**config.mk**
```make
export PLATFORM = sky130hd
export DESIGN_NAME = mul16_seq
export DESIGN_NICKNAME = d
export VERILOG_FILES = /design/src/rtl/mul16_seq.sv
export SDC_FILE = /design/constraint.sdc
export NUM_CORES = 1
export LEC_CHECK = 0
export ABC_AREA = 1
export BUFFER_PORTS_ARGS = -buffer_cell sky130_fd_sc_hd__buf_2
export CAP_MARGIN = 20
export CORE_UTILIZATION = 51
export CTS_CLUSTER_DIAMETER = 30
export DETAILED_ROUTE_END_ITERATION = 8
export GPL_TIMING_DRIVEN = 1
export PLACE_DENSITY = 0.72
export SYNTH_ARGS = -nofsm -noshare
export SYNTH_HDL_FRONTEND = slang
export SYNTH_SLANG_ARGS = --single-unit
```
**constraint.sdc**
```tcl
create_clock -name clk -period 2.3 [get_ports clk]
set_input_delay 0.115 -clock clk [delete_from_list [all_inputs] [get_ports clk]]
set_output_delay 0.115 -clock clk [all_outputs]
set_load 0.02 [all_outputs]
```
**src/rtl/mul16_seq.sv**
```systemverilog
// Sequential signed multiplier: radix-2 shift-add on operand magnitudes, sign applied in a final
// fix-up cycle. Start/done handshake; 17-cycle latency, 18-cycle minimum issue interval.
module mul16_seq #(
   parameter int unsigned WIDTH = 16
) (
   input  logic             clk,
   input  logic             rst_n,
   input  logic             start,
   input  logic [WIDTH-1:0] a,
   input  logic [WIDTH-1:0] b,
   output logic             busy,
   output logic             done,
   output logic [WIDTH-1:0] out,
   output logic             ov
);

   localparam int unsigned CntW = $clog2(WIDTH);
   localparam int unsigned AccW = 2 * WIDTH;

   // Largest magnitudes representable as positive / negative WIDTH-bit signed results
   localparam logic [AccW-1:0] PosMax = {{(WIDTH + 1){1'b0}}, {(WIDTH - 1){1'b1}}};
   localparam logic [AccW-1:0] NegMax = {{WIDTH{1'b0}}, 1'b1, {(WIDTH - 1){1'b0}}};

   typedef enum logic [1:0] {StIdle, StRun, StFix} state_e;

   state_e            state_q, state_d;
   logic              sign_q;
   logic [WIDTH-1:0]  ma_q, mb_q;
   logic [AccW-1:0]   acc_q;
   logic [CntW-1:0]   cnt_q;
   logic [WIDTH-1:0]  out_q;
   logic              ov_q;
   logic              done_q;

   logic [WIDTH-1:0]  abs_a, abs_b;
   logic [AccW-1:0]   addend;
   logic [AccW-1:0]   prod;
   logic              ov_d;

   // |-2^(WIDTH-1)| wraps to 2^(WIDTH-1), which is still correct as an unsigned magnitude
   assign abs_a  = a[WIDTH-1] ? -a : a;
   assign abs_b  = b[WIDTH-1] ? -b : b;
   assign addend = {{WIDTH{1'b0}}, ma_q} << cnt_q;
   assign prod   = sign_q ? -acc_q : acc_q;
   assign ov_d   = sign_q ? (acc_q > NegMax) : (acc_q > PosMax);

   always_ff @(posedge clk) begin
      if (!rst_n) begin
         state_q <= StIdle;
      end else begin
         state_q <= state_d;
      end
   end

   always_comb begin
      state_d = state_q;
      case (state_q)
         StIdle:  if (start) state_d = StRun;
         StRun:   if (cnt_q == CntW'(WIDTH - 1)) state_d = StFix;
         StFix:   state_d = StIdle;
         default: state_d = StIdle;
      endcase
   end

   always_comb begin
      busy = (state_q != StIdle);
      done = done_q;
      out  = out_q;
      ov   = ov_q;
   end

   always_ff @(posedge clk) begin
      if (!rst_n) begin
         sign_q <= 1'b0;
         ma_q   <= '0;
         mb_q   <= '0;
         acc_q  <= '0;
         cnt_q  <= '0;
         out_q  <= '0;
         ov_q   <= 1'b0;
         done_q <= 1'b0;
      end else begin
         done_q <= 1'b0;
         case (state_q)
            StIdle: begin
               if (start) begin
                  sign_q <= a[WIDTH-1] ^ b[WIDTH-1];
                  ma_q   <= abs_a;
                  mb_q   <= abs_b;
                  acc_q  <= '0;
                  cnt_q  <= '0;
               end
            end
            StRun: begin
               if (mb_q[0]) acc_q <= acc_q + addend;
               mb_q  <= mb_q >> 1;
               cnt_q <= cnt_q + CntW'(1);
            end
            StFix: begin
               out_q  <= prod[WIDTH-1:0];
               ov_q   <= ov_d;
               done_q <= 1'b1;
            end
            default: ;
         endcase
      end
   end

endmodule

```
==> metrics.md, run 1 <==
| Metric | Value |
|---|---|
| Reg2Reg Setup Slack | `-0.51 ns` |
| Switching share of power | `0.315` |
| Run status | `finished, violations left` |
| Synth Area in XOR/XNOR | `0.0271` |
| Final Critical Period | `between 2 and 3 ns` |
| Worst Max-Slew Pin Slew | `0.836 ns` |
| Fraction of layout cells with a size suffix above 1 | `0.316` |
| Clock share of power | `0.370` |
| Total standard cell area after synthesis | `0.00744 sq mm` |
| Final antenna diode count | `0` |
| Per-cell routed wire length | `about 15 um` |
| Launch point of the worst reg-to-reg path | `cnt_q[0]` |
| Worst Reg-to-Reg Cells | `18` |
| Share of the yosys chip area belonging to registers | `0.240` |
| Part of the cycle the worst path needs | `1.22` |
| Combinational group share of total power | `0.261` |
| Cell row count | `43` |
| Number of global-route vias before repair | `7,748` |
| Number of hold buffers added after cts | `0` |
| Simple-gate share of the synthesized area | `0.378` |
| Synthesized netlist net count | `1,340` |
| Int Pwr | `3.08 mW` |
| Post-synthesis sequential element count | `just under 90` |
| Height of the die | `123 um` |
| Capture point of the critical path | `acc_q[28]` |
| Synthesized-area fraction occupied by ao, oa, aoi and oai cells | `0.174` |
| Number of nets in the layout | `1,482` |
| Overflow after GRT | `0` |
| Power density over the cells | `447 mW/mm^2` |
| Violated checks | `negative setup slack` |
| Insertion delay of the later-clocked pin in the worst-skew pair | `0.35 ns` |
| Number of synthesized flops with an enable pin | `0` |
| Core area | `0.0140 sq mm` |
| Worst setup startpoint | `cnt_q[0]` |
| Layout Cell Area excl Fill | `around 0.010 sq mm` |
| Overall fraction of global-route tracks in use | `0.320` |
| Crit-path max cell delay | `0.43 ns` |
| Worst setup slack after placement | `-0.475 ns` |
| Prevailing post-synth register cell | `sky130_fd_sc_hd__dfxtp_1` |
| Max rail drop VDD | `0.499 mV` |
| Starting density of the core | `0.530` |
| Layout-stage area growth over the synthesis result | `35.1%` |
| Kind of launch point of the worst setup path | `flop` |
| Dpl cell area | `0.00852 sq mm` |
| Worst R2R End | `acc_q[28]` |
| Vias per cell | `5.39` |
| Pin count of the biggest net entering global routing | `between 40 and 50` |
| Post-layout worst setup margin | `-0.512 ns` |
| Setup violators final | `29` |
| Leakage power | `4.82 nW` |
| Share of the synthesized area in the top cell type | `0.240` |
| Sequence of cells on the critical path | `clkbuf_16, o21ai_2, inv_1, nand2_1, o21ai_2, nor2_1, a31oi_2, buf_4, nor2_4, ha_4, nand2_2, nor2_1, nand3_2, nand3_4, nand2_1, nand3_1, nand3_1, a21oi_1` |
| I/O pins | `54` |
| Fin Clk Skew | `0.00714 ns` |
| Commonest non-fill, non-tap cells in the layout | `sky130_fd_sc_hd__nand2_1 (333), sky130_fd_sc_hd__inv_1 (157), sky130_fd_sc_hd__buf_4 (108)` |
| CTS max path bufs | `2` |
| Worst Hold Margin | `0.0440 ns` |
| Fillers | `1,230` |
| Core occupancy in the finished layout | `0.715` |
| Max-cap violation count | `0` |
| Number of nets still failing antenna checks after routing | `0` |
| Highest clock frequency the design can meet | `between 0.3 and 0.4 GHz` |
| Top cells by area, synth | `sky130_fd_sc_hd__dfxtp_1 (24%), sky130_fd_sc_hd__nand2_1 (20%), sky130_fd_sc_hd__inv_1 (8.6%), sky130_fd_sc_hd__a21oi_1 (6.2%), sky130_fd_sc_hd__ha_1 (5.9%)` |
| Fraction of registers with async set/reset | `0` |
| Final HPWL DP | `about 17 mm` |
| Unrepaired setup endpoints after global routing | `yes` |
| Initial antenna violation count | `0` |
| Commonest non-fill, non-tap cell in the layout | `sky130_fd_sc_hd__nand2_1` |
| Max-Slew Margin vs Limit | `0.441` |
| Port bufs | `53` |
| Average instance area after synthesis | `5.86 sq um` |
| Count of mapped cells out of synthesis | `1,269` |
| Overall routed net length | `between 20 and 25 mm` |
| Clock root buffer master | `sky130_fd_sc_hd__clkbuf_16` |
| Max Fanout on Critical Path | `6` |
| Clk slew on worst S/H paths | `0.07 ns` |
| Count of yosys warnings during synthesis | `0` |
| Fraction of the mapped netlist area in adder cells | `0.0616` |
| Path class of the lowest-slack min-delay path | `in2reg` |
| Drc violations | `0` |
| Worst EP required | `2.57 ns` |
| H-Tree Level Count | `3` |
| Final setup TNS | `-11.62 ns` |
| Post-synthesis mux area share | `0` |
| Endpoint class of the critical path | `flop` |
| Worst Path Arrival | `3.08 ns` |
| Die Span X | `123 um` |
| Final number of max-transition violations | `0` |
| Clock sink count | `89` |
| Synth cell types | `44` |
| Global placement routability congestion | `approximately 0.94` |
| Wire length of the first global-routing pass | `37.6 mm` |
| First-pass detailed-route iteration total | `5` |
| TritonCTS buffer count | `9` |
| Count of vias placed by the detailed router | `8,595` |
| Final hold vios | `0` |
| Net load switching power | `around 1.4 mW` |
| Dominant combinational cell family by area after synthesis | `simple AND/OR/NAND/NOR gates` |
| Sequential cell fraction of total power | `0.370` |
| Crit Path Category | `reg2reg` |
| TritonCTS clock tree | `yes` |
| Initial DRC Count | `610` |
| Post-synthesis cell type with the largest combined area | `sky130_fd_sc_hd__dfxtp_1` |
| Critical path's slowest cell | `sky130_fd_sc_hd__dfxtp_4` |
| DIE AREA | `0.0151 sq mm` |
power groups by stage:
stage	Sequential [mW]	Combinational (mW)	Clock (mW)
final	1.66	1.17	1.66
after global routing	1.66	1.28	1.74
after CTS	1.65	0.971	1.66
after detailed placement	1.68	0.884	0
after global placement	1.68	0.871	0
after floorplan	1.67	0.604	0
how the worst min path moves through the flow:
stage | startpoint | to | slack [ns] | depth (start not counted)
floorplan | b[7] | mb_q[7] | 0.28 | 2
global placement | b[12] | mb_q[12] | 0.41 | 3
detailed placement | b[12] | mb_q[12] | 0.41 | 3
CTS | b[12] | mb_q[12] | 0.04 | 3
global route | b[14] | mb_q[14] | 0.08 | 3
finish | b[12] | mb_q[12] | 0.04 | 3
metrics by stage:
stage          power [mW]  std cells
6_report             4.49       1596
3_5_place_dp         2.57       1556
5_1_grt              4.68       1596
3_3_place_gp         2.55       1556
2_1_floorplan        2.27       1269
4_1_cts              4.28       1583
sequential cells by signal, summed over array words and instances, names as in the netlist:
register  count
acc_q        32
cnt_q         4
done          1
ma_q         16
mb_q         16
out          16
ov            1
sign_q        1
state_q       2
final cells by class:
| cell class | count | area (sq um) | share of cell area |
|---|---|---|---|
| Multi-Input combinational cell | 955 | 5790 | 0.576 |
| Sequential cell | 89 | 1790 | 0.178 |
| Timing Repair Buffer | 171 | 1210 | 0.121 |
| Inverter | 185 | 707 | 0.0704 |
| Clock buffer | 11 | 243 | 0.0242 |
| Tap cell | 180 | 225 | 0.0224 |
| Clock inverter | 5 | 85.1 | 0.00847 |
per-layer routing:
| metal | global-route usage | up-vias | routed length [um] |
|---|---|---|---|
| met4 | 0.101 | 0 | 758 |
| met5 | 0 | - | 0 |
| li1 | - | 4358 | - |
| met3 | 0.0581 | 56 | 1510 |
| met2 | 0.533 | 293 | 11300 |
| met1 | 0.416 | 3888 | 10600 |
worst max-delay path: cells and delay by family, from the launching register on:
family / cells / cell delay [ns]
AND/OR/NAND/NOR: 10 / 1.03
adder cells (fa/ha/maj): 1 / 0.32
buffers and inverters: 3 / 0.41
flip-flops: 1 / 0.43
AO/OA/AOI/OAI: 4 / 0.54
synth_stat cells, types with 2 or more instances:
library cell,instances
sky130_fd_sc_hd__a21oi_1,92
sky130_fd_sc_hd__or2_2,5
sky130_fd_sc_hd__xor2_1,16
sky130_fd_sc_hd__nor3_2,5
sky130_fd_sc_hd__o22ai_1,11
sky130_fd_sc_hd__ha_1,35
sky130_fd_sc_hd__o21ai_1,20
sky130_fd_sc_hd__buf_1,3
sky130_fd_sc_hd__nand2_2,13
sky130_fd_sc_hd__o21a_1,2
sky130_fd_sc_hd__xnor2_1,7
sky130_fd_sc_hd__nor2_2,14
sky130_fd_sc_hd__clkbuf_1,17
sky130_fd_sc_hd__dfxtp_1,89
sky130_fd_sc_hd__a22oi_1,9
sky130_fd_sc_hd__a21oi_2,3
sky130_fd_sc_hd__nand3_1,79
sky130_fd_sc_hd__a31oi_1,8
sky130_fd_sc_hd__nand3_2,6
sky130_fd_sc_hd__o31ai_1,2
sky130_fd_sc_hd__nor3_1,11
sky130_fd_sc_hd__nor4_1,2
sky130_fd_sc_hd__o21bai_1,4
sky130_fd_sc_hd__nand3b_1,5
sky130_fd_sc_hd__inv_2,14
sky130_fd_sc_hd__or2_1,3
sky130_fd_sc_hd__nor2_1,111
sky130_fd_sc_hd__nand4_1,8
sky130_fd_sc_hd__buf_4,6
sky130_fd_sc_hd__nand2_1,391
sky130_fd_sc_hd__buf_2,13
sky130_fd_sc_hd__o21ai_0,81
sky130_fd_sc_hd__o211ai_1,4
sky130_fd_sc_hd__inv_1,170
repair_timing:
item | in CTS | in global routing
endpoints found under the setup margin | 29 | 29
buffers inserted | 11 | 12
resized for setup | 95 | 159
cloned | 0 | 1
pin swaps | 35 | 57
kinds of logic (layout without fill, tap and decap cells):
family | count (synthesis) | in the layout
buf+inv | 225 | 372
simple gates | 657 | 657
flops | 89 | 89
compound gates | 239 | 239
xor+xnor | 23 | 23
fa+ha+maj | 36 | 36
Note: power is estimated with default switching activity, not from simulation.
==> run 2: changes to the inputs <==
Settings changed: CORE_ASPECT_RATIO set to 1.1.
==> run 2 against run 1 <==
  * The run still ends with negative setup slack left
  * Routed wire length is 9.8% higher
  * Sequential cell count stayed put
  * Sequential share of layout area is 0.49 points lower
  * Die area stayed put
  * Fmax is 0.74% higher
  * Sequential power hardly changed
  * Critical path depth is 1 lower
  * Utilization is 2.2 points higher
  * Worst hold slack better by 0.0013 ns
  * Non-clock buffer count is 7 higher
  * Register-to-register slack better by 0.02 ns
  * Largest cell class unchanged
  * Largest power group unchanged
==> metrics.md, run 2 (synthesis gave the netlist of run 1 again) <==
| Metric | Value |
|---|---|
| Global-route met3 utilization | `0.0306 (-0.0275)` |
| TritonCTS buffer count | `9 (unchanged)` |
| Worst Path Arrival | `3.01 ns (-0.07 ns)` |
| Met1 track utilization from global routing | `0.413 (-0.00355)` |
| Clock root buffer master | `sky130_fd_sc_hd__clkbuf_16` |
| Fillers | `1,048 (-15%)` |
| H-Tree Level Count | `3 (unchanged)` |
| Most Used Layer, Global Route | `met2` |
| Flip-flop count of the largest register after layout | `32 (unchanged)` |
| Max-cap violation count | `0 (unchanged)` |
| Highest clock frequency the design can meet | `0.358 GHz (+0.74%)` |
| Switching share of power | `0.330 (+0.0151)` |
| Vias per cell | `5.66 (+5.1%)` |
| Worst Hold Margin | `0.0453 ns (+0.00130 ns)` |
| Sequential cell fraction of total power | `0.367 (-0.003)` |
| Run status | `finished, violations left` |
| Max rail drop VDD | `0.427 mV (-14%)` |
| Global placement routability congestion | `0.948 (+1.1%)` |
| DIE AREA | `0.0151 sq mm (unchanged)` |
| Clock share of power | `0.347 (-0.023)` |
| Kind of cell with the highest combined delay on the critical path | `simple AND/OR/NAND/NOR gates` |
| Unrepaired setup endpoints after global routing | `yes` |
| Number of global-route vias before repair | `7,836 (+1.1%)` |
| Insertion delay of the later-clocked pin in the worst-skew pair | `0.36 ns (about the same)` |
| Layout Cell Area excl Fill | `0.0103 sq mm (+2.9%)` |
| Worst setup slack after placement | `-0.390 ns (+0.0851 ns)` |
| Worst Max-Slew Pin Slew | `0.572 ns (-0.264 ns)` |
| Cell row count | `45 (+4.7%)` |
| Violated checks | `negative setup slack` |
| Worst Reg-to-Reg Cells | `17 (-1)` |
| Layout-stage area growth over the synthesis result | `38.9%` |
| Final antenna diode count | `0 (unchanged)` |
| Final hold vios | `0 (unchanged)` |
| Drc violations | `0 (unchanged)` |
| Area used by multi-input combinational logic | `0.00601 sq mm (+3.8%)` |
| Worst R2R End | `acc_q[12]` |
| Launch point of the worst reg-to-reg path | `cnt_q[0]` |
| Height of the die | `129 um (+4.8%)` |
| Final Critical Period | `2.79 ns (-0.0206 ns)` |
| Final number of max-transition violations | `0 (unchanged)` |
| Part of the cycle the worst path needs | `1.21 (-0.00896)` |
| Port bufs | `53 (unchanged)` |
| Power density over the cells | `438 mW/mm^2 (-1.9%)` |
| Overall fraction of global-route tracks in use | `0.319 (-0.00159)` |
| Final HPWL DP | `17.1 mm (-1.6%)` |
| Count of vias placed by the detailed router | `9,115 (+6.1%)` |
| Fin Clk Skew | `0.0111 ns (+0.00400 ns)` |
| Overall routed net length | `26.6 mm (+9.8%)` |
| CTS max path bufs | `2 (unchanged)` |
| Hold Path Depth | `3 (unchanged)` |
| Register cell area after layout | `0.00179 sq mm (unchanged)` |
| Largest register by flop count | `acc_q` |
| Leakage power | `5.03 nW (+4.3%)` |
| Kind of launch point of the worst setup path | `flop` |
| Wire length of the first global-routing pass | `37.4 mm (-0.51%)` |
| Met2 track demand over resource in global routing | `0.529 (-0.00464)` |
| First-pass detailed-route iteration total | `5 (unchanged)` |
| Core area | `0.0140 sq mm (-0.16%)` |
| Sum of buffers and inverters on the critical path | `4 (+1)` |
| Dpl cell area | `0.00850 sq mm (-0.18%)` |
| Hold Crit Endpoint | `mb_q[12]` |
| Setup violators final | `28 (-3.4%)` |
| Overflow after GRT | `0 (unchanged)` |
| Combinational group share of total power | `0.287 (+0.026)` |
| Path class of the lowest-slack min-delay path | `in2reg` |
| Crit-path max cell delay | `0.42 ns (about the same)` |
| Overall power consumption | `4.53 mW (+0.91%)` |
| Startpoint of the most critical hold path | `b[12]` |
| Worst EP required | `2.52 ns (-0.05 ns)` |
| Clk slew on worst S/H paths | `0.07 ns (about the same)` |
| I/O pins | `54 (unchanged)` |
| Int Pwr | `3.04 mW (-1.3%)` |
| Fraction of layout cells with a size suffix above 1 | `0.358 (+0.0416)` |
| Die Span X | `117 um (-4.6%)` |
| Per-cell routed wire length | `16.5 um (+8.8%)` |
| Post-layout worst setup margin | `-0.492 ns (+0.0206 ns)` |
| Initial antenna violation count | `0 (unchanged)` |
| Clock sink count | `89 (unchanged)` |
| Worst setup startpoint | `cnt_q[0]` |
| Net load switching power | `1.49 mW (+5.8%)` |
| Critical path's slowest cell | `sky130_fd_sc_hd__dfxtp_4` |
| Max Fanout on Critical Path | `6 (unchanged)` |
| Number of nets still failing antenna checks after routing | `0 (unchanged)` |
| Number of nets in the layout | `1,489 (+0.47%)` |
| Starting density of the core | `0.530 (+0.000851)` |
| Reg2Reg Setup Slack | `-0.49 ns (+0.02 ns)` |
| Commonest non-fill, non-tap cells in the layout | `sky130_fd_sc_hd__nand2_1 (298), sky130_fd_sc_hd__inv_1 (150), sky130_fd_sc_hd__buf_4 (114)` |
| Max-Slew Margin vs Limit | `0.619 (+0.177)` |
| Commonest non-fill, non-tap cell in the layout | `sky130_fd_sc_hd__nand2_1` |
| Endpoint class of the critical path | `flop` |
| Sequence of cells on the critical path | `buf_6, nand2_4, o21ai_4, inv_2, nand2_2, o21ai_2, or2_1, buf_6, nor2_4, ha_4, nand3_1, nand3_2, nand3_1, nand3_2, buf_4, o21ai_1, a21oi_1` |
| Pin count of the biggest net entering global routing | `41 (-8.9%)` |
| Crit Path Category | `reg2reg` |
| TritonCTS clock tree | `yes` |
| Initial DRC Count | `866 (+42%)` |
-- run 2: worst reg2reg max path: stages (launching register included) --
cell and delay (ns):
sky130_fd_sc_hd__dfxtp_4 0.42, sky130_fd_sc_hd__buf_6 0.15, sky130_fd_sc_hd__nand2_4 0.05, sky130_fd_sc_hd__o21ai_4 0.05, sky130_fd_sc_hd__inv_2 0.06, sky130_fd_sc_hd__nand2_2 0.06
sky130_fd_sc_hd__o21ai_2 0.06, sky130_fd_sc_hd__or2_1 0.26, sky130_fd_sc_hd__buf_6 0.13, sky130_fd_sc_hd__nor2_4 0.13, sky130_fd_sc_hd__ha_4 0.24, sky130_fd_sc_hd__nand3_1 0.13
sky130_fd_sc_hd__nand3_2 0.15, sky130_fd_sc_hd__nand3_1 0.14, sky130_fd_sc_hd__nand3_2 0.16, sky130_fd_sc_hd__buf_4 0.19, sky130_fd_sc_hd__o21ai_1 0.17, sky130_fd_sc_hd__a21oi_1 0.10
-- run 2: final cells by class --
cell class | instances | share of cell area
multi-input combinational | 955 | 0.582
sequential | 89 | 0.173
timing repair buffer | 178 | 0.124
inverter | 185 | 0.0694
clock buffer | 11 | 0.0245
tap | 188 | 0.0228
clock inverter | 4 | 0.00497
-- run 2: per-stage QoR --
stage	instances	util	TNS (ns)
after global routing	1610	0.737	-13.63
after detailed placement	1559	0.607	-8.44
after floorplan	1269	-	-0.447
final	1610	0.737	-9.52
after global placement	1559	0.607	-7.24
after CTS	1588	0.658	-5.92
-- run 2: power by group through the flow --
stage / Combinational, mW / Sequential, mW / Clock, mW
after floorplan: 0.604 / 1.67 / 0
after global placement: 0.868 / 1.68 / 0
after detailed placement: 0.874 / 1.68 / 0
after CTS: 1.00 / 1.65 / 1.57
after global routing: 1.39 / 1.67 / 1.63
final: 1.30 / 1.66 / 1.57
-- run 2: worst max path at each step --
stage                      to  slack [ns]  depth (start not counted)
global route        acc_q[17]       -0.63                         20
detailed placement  acc_q[19]       -0.39                         18
floorplan           acc_q[31]       -0.07                         21
CTS                 acc_q[31]       -0.27                         22
finish              acc_q[12]       -0.49                         17
global placement    acc_q[19]       -0.36                         18
-- run 2: metal layers --
layer	routed length, um	share of wire
met5	0	0
met4	1690	0.063
met3	2030	0.077
met2	12400	0.47
met1	10500	0.39
-- run 2: what timing repair did --
action                                  4_1_cts  5_1_grt
setup buffers                                13       21
hold buffers                                  0        0
endpoints found under the setup margin       29       30
gates cloned                                  1        1
gates resized for setup                      96      243
pin swaps                                    35      118
==> run 3: changes to the inputs <==
Settings changed: CTS_BUF_LIST set to sky130_fd_sc_hd__clkbuf_8.
==> run 3 against run 2 <==
  * The run still ends with negative setup slack left
  * Global-route usage about the same
  * Register-to-register slack better by 0.09 ns
  * Non-clock buffer count down 9
  * Highest routed layer unchanged
==> metrics.md, run 3 (synthesis gave the netlist of run 1 again) <==
| Metric | Value |
|---|---|
| Run status | `finished, violations left` |
| Violated checks | `negative setup slack` |
| Overflow after GRT | `0 (unchanged)` |
| Fraction of layout cells with a size suffix above 1 | `0.287 (-0.0713)` |
| Cell row count | `45 (unchanged)` |
| Worst Max-Slew Pin Slew | `0.532 ns (-0.0399 ns)` |
| Worst Path Arrival | `2.97 ns (-0.04 ns)` |
| Critical path's slowest cell | `sky130_fd_sc_hd__dfxtp_4` |
| Height of the die | `129 um (unchanged)` |
| Starting density of the core | `0.530 (unchanged)` |
| DIE AREA | `0.0151 sq mm (unchanged)` |
| CTS max path bufs | `2 (unchanged)` |
| Count of vias placed by the detailed router | `8,637 (-5.2%)` |
| Worst Hold Margin | `0.0162 ns (-0.0291 ns)` |
| Post-layout worst setup margin | `-0.398 ns (+0.0936 ns)` |
| Pin count of the biggest net entering global routing | `41 (unchanged)` |
| Part of the cycle the worst path needs | `1.17 (-0.0407)` |
| Path class of the lowest-slack min-delay path | `in2reg` |
| Vias per cell | `5.39 (-4.7%)` |
| Highest clock frequency the design can meet | `0.371 GHz (+3.5%)` |
| Final setup TNS | `-7.80 ns (+1.72 ns)` |
| Crit Path Category | `reg2reg` |
| Layout-stage area growth over the synthesis result | `29.2%` |
| Insertion delay of the later-clocked pin in the worst-skew pair | `0.40 ns (+0.04 ns)` |
| Max-cap violation count | `0 (unchanged)` |
| Commonest non-fill, non-tap cell in the layout | `sky130_fd_sc_hd__nand2_1` |
| Power density over the cells | `414 mW/mm^2 (-5.5%)` |
| Largest register by flop count | `acc_q` |
| Commonest non-fill, non-tap cells in the layout | `sky130_fd_sc_hd__nand2_1 (341), sky130_fd_sc_hd__inv_1 (158), sky130_fd_sc_hd__buf_4 (105)` |
| Core occupancy in the finished layout | `0.685 (-0.0516)` |
| Kind of launch point of the worst setup path | `flop` |
| Crit-path max cell delay | `0.38 ns (-0.04 ns)` |
| Max rail drop VDD | `0.312 mV (-27%)` |
| Drc violations | `0 (unchanged)` |
| Number of nets still failing antenna checks after routing | `0 (unchanged)` |
| Clock root buffer master | `sky130_fd_sc_hd__clkbuf_8` |
| Final antenna diode count | `0 (unchanged)` |
| Worst setup slack after placement | `-0.390 ns (unchanged)` |
| Port bufs | `53 (unchanged)` |
| Endpoint class of the critical path | `flop` |
| Overall power consumption | `3.98 mW (-12%)` |
| Sequence of cells on the critical path | `buf_8, nand2_1, o21ai_2, nand2_1, nand2_1, buf_4, o21ai_2, nand2_1, o21ai_1, ha_1, nand2_1, nand2_1, inv_1, nand2_2, a21oi_2, nand2_2, buf_4, o21ai_2, a21oi_1` |
| Setup violators final | `28 (unchanged)` |
| I/O pins | `54 (unchanged)` |
| Final hold vios | `0 (unchanged)` |
| H-Tree Level Count | `3 (unchanged)` |
| Per-cell routed wire length | `14.7 um (-11%)` |
| First-pass detailed-route iteration total | `5 (unchanged)` |
| Max-Slew Margin vs Limit | `0.645 (+0.0266)` |
| Worst EP required | `2.58 ns (+0.06 ns)` |
| Initial antenna violation count | `0 (unchanged)` |
| Number of nets in the layout | `1,480 (-0.60%)` |
| Register cell area after layout | `0.00179 sq mm (unchanged)` |
| Wire length of the first global-routing pass | `37.3 mm (-0.32%)` |
| Leakage power | `4.72 nW (-6.1%)` |
| Clock sink count | `89 (unchanged)` |
| TritonCTS buffer count | `9 (unchanged)` |
| Unrepaired setup endpoints after global routing | `yes` |
| TritonCTS clock tree | `yes` |
| Final number of max-transition violations | `0 (unchanged)` |
| Initial DRC Count | `526 (-39%)` |
| Flip-flop count of the largest register after layout | `32 (unchanged)` |
| Core area | `0.0140 sq mm (unchanged)` |
| Die Span X | `117 um (unchanged)` |
| Global placement routability congestion | `0.948 (unchanged)` |
| Area used by multi-input combinational logic | `0.00549 sq mm (-8.7%)` |
| Number of global-route vias before repair | `7,843 (+0.089%)` |
| Max Fanout on Critical Path | `11 (+5)` |
| Fin Clk Skew | `0.0182 ns (+0.00705 ns)` |
| Crit path top cell by count | `sky130_fd_sc_hd__nand2_1` |
| Final Critical Period | `2.70 ns (-0.0936 ns)` |
| Final HPWL DP | `17.1 mm (unchanged)` |
| Overall fraction of global-route tracks in use | `0.319 (about the same)` |
| Overall routed net length | `23.6 mm (-11%)` |
| Clk slew on worst S/H paths | `0.10 ns (+0.03 ns)` |
| Fillers | `1,193 (+14%)` |
## run 3: routing by layer
metal,up-vias,share of wire,wire length (um),GRT usage
met5,-,0,0,0
met4,0,0.045,1070,0.173
met3,69,0.057,1350,0.0405
met2,290,0.47,11000,0.526
met1,3924,0.43,10100,0.402
li1,4354,-,-,-
## run 3: final cells by class
cell class	count	area share
clock inverter	4	0.00534
multi-input combinational	955	0.571
sequential	89	0.186
clock buffer	11	0.0158
inverter	185	0.0728
tap	188	0.0245
timing repair buffer	169	0.125
## run 3: repair_timing
item / 4_1_cts / 5_1_grt
setup buffers: 14 / 12
resized for setup: 99 / 96
endpoints found under the hold margin: 1 / 0
cloned: 1 / 0
hold buffers: 1 / 0
pin swaps: 24 / 38
endpoints found under the setup margin: 29 / 30
## run 3: worst max-delay path: cells and delay by family, from the launching register on
| kind | cells | cell delay [ns] |
|---|---|---|
| simple gates | 8 | 0.69 |
| fa+ha+maj | 1 | 0.33 |
| flops | 1 | 0.38 |
| buf+inv | 4 | 0.51 |
| compound gates | 6 | 0.70 |
## run 3: final timing paths
check	start	to	slack [ns]	cells past startpoint
max	cnt_q[0]	acc_q[14]	-0.40	19
min	b[14]	mb_q[14]	0.02	3
max reg2reg	cnt_q[0]	acc_q[14]	-0.40	19
min reg2reg	mb_q[5]	mb_q[4]	0.49	2
## run 3: where the power goes
part	internal (mW)	total, mW	switching [mW]	leakage (nW)
registers	1.60	1.66	0.0531	0.724
logic	0.463	1.14	0.681	3.90
clock network	0.558	1.18	0.622	0.102
## run 3: through the flow
stage	instances	cell area (sq um)
after floorplan	1269	7520
after global placement	1559	8500
after detailed placement	1559	8500
after CTS	1590	9180
after global routing	1601	9610
final	1601	9610
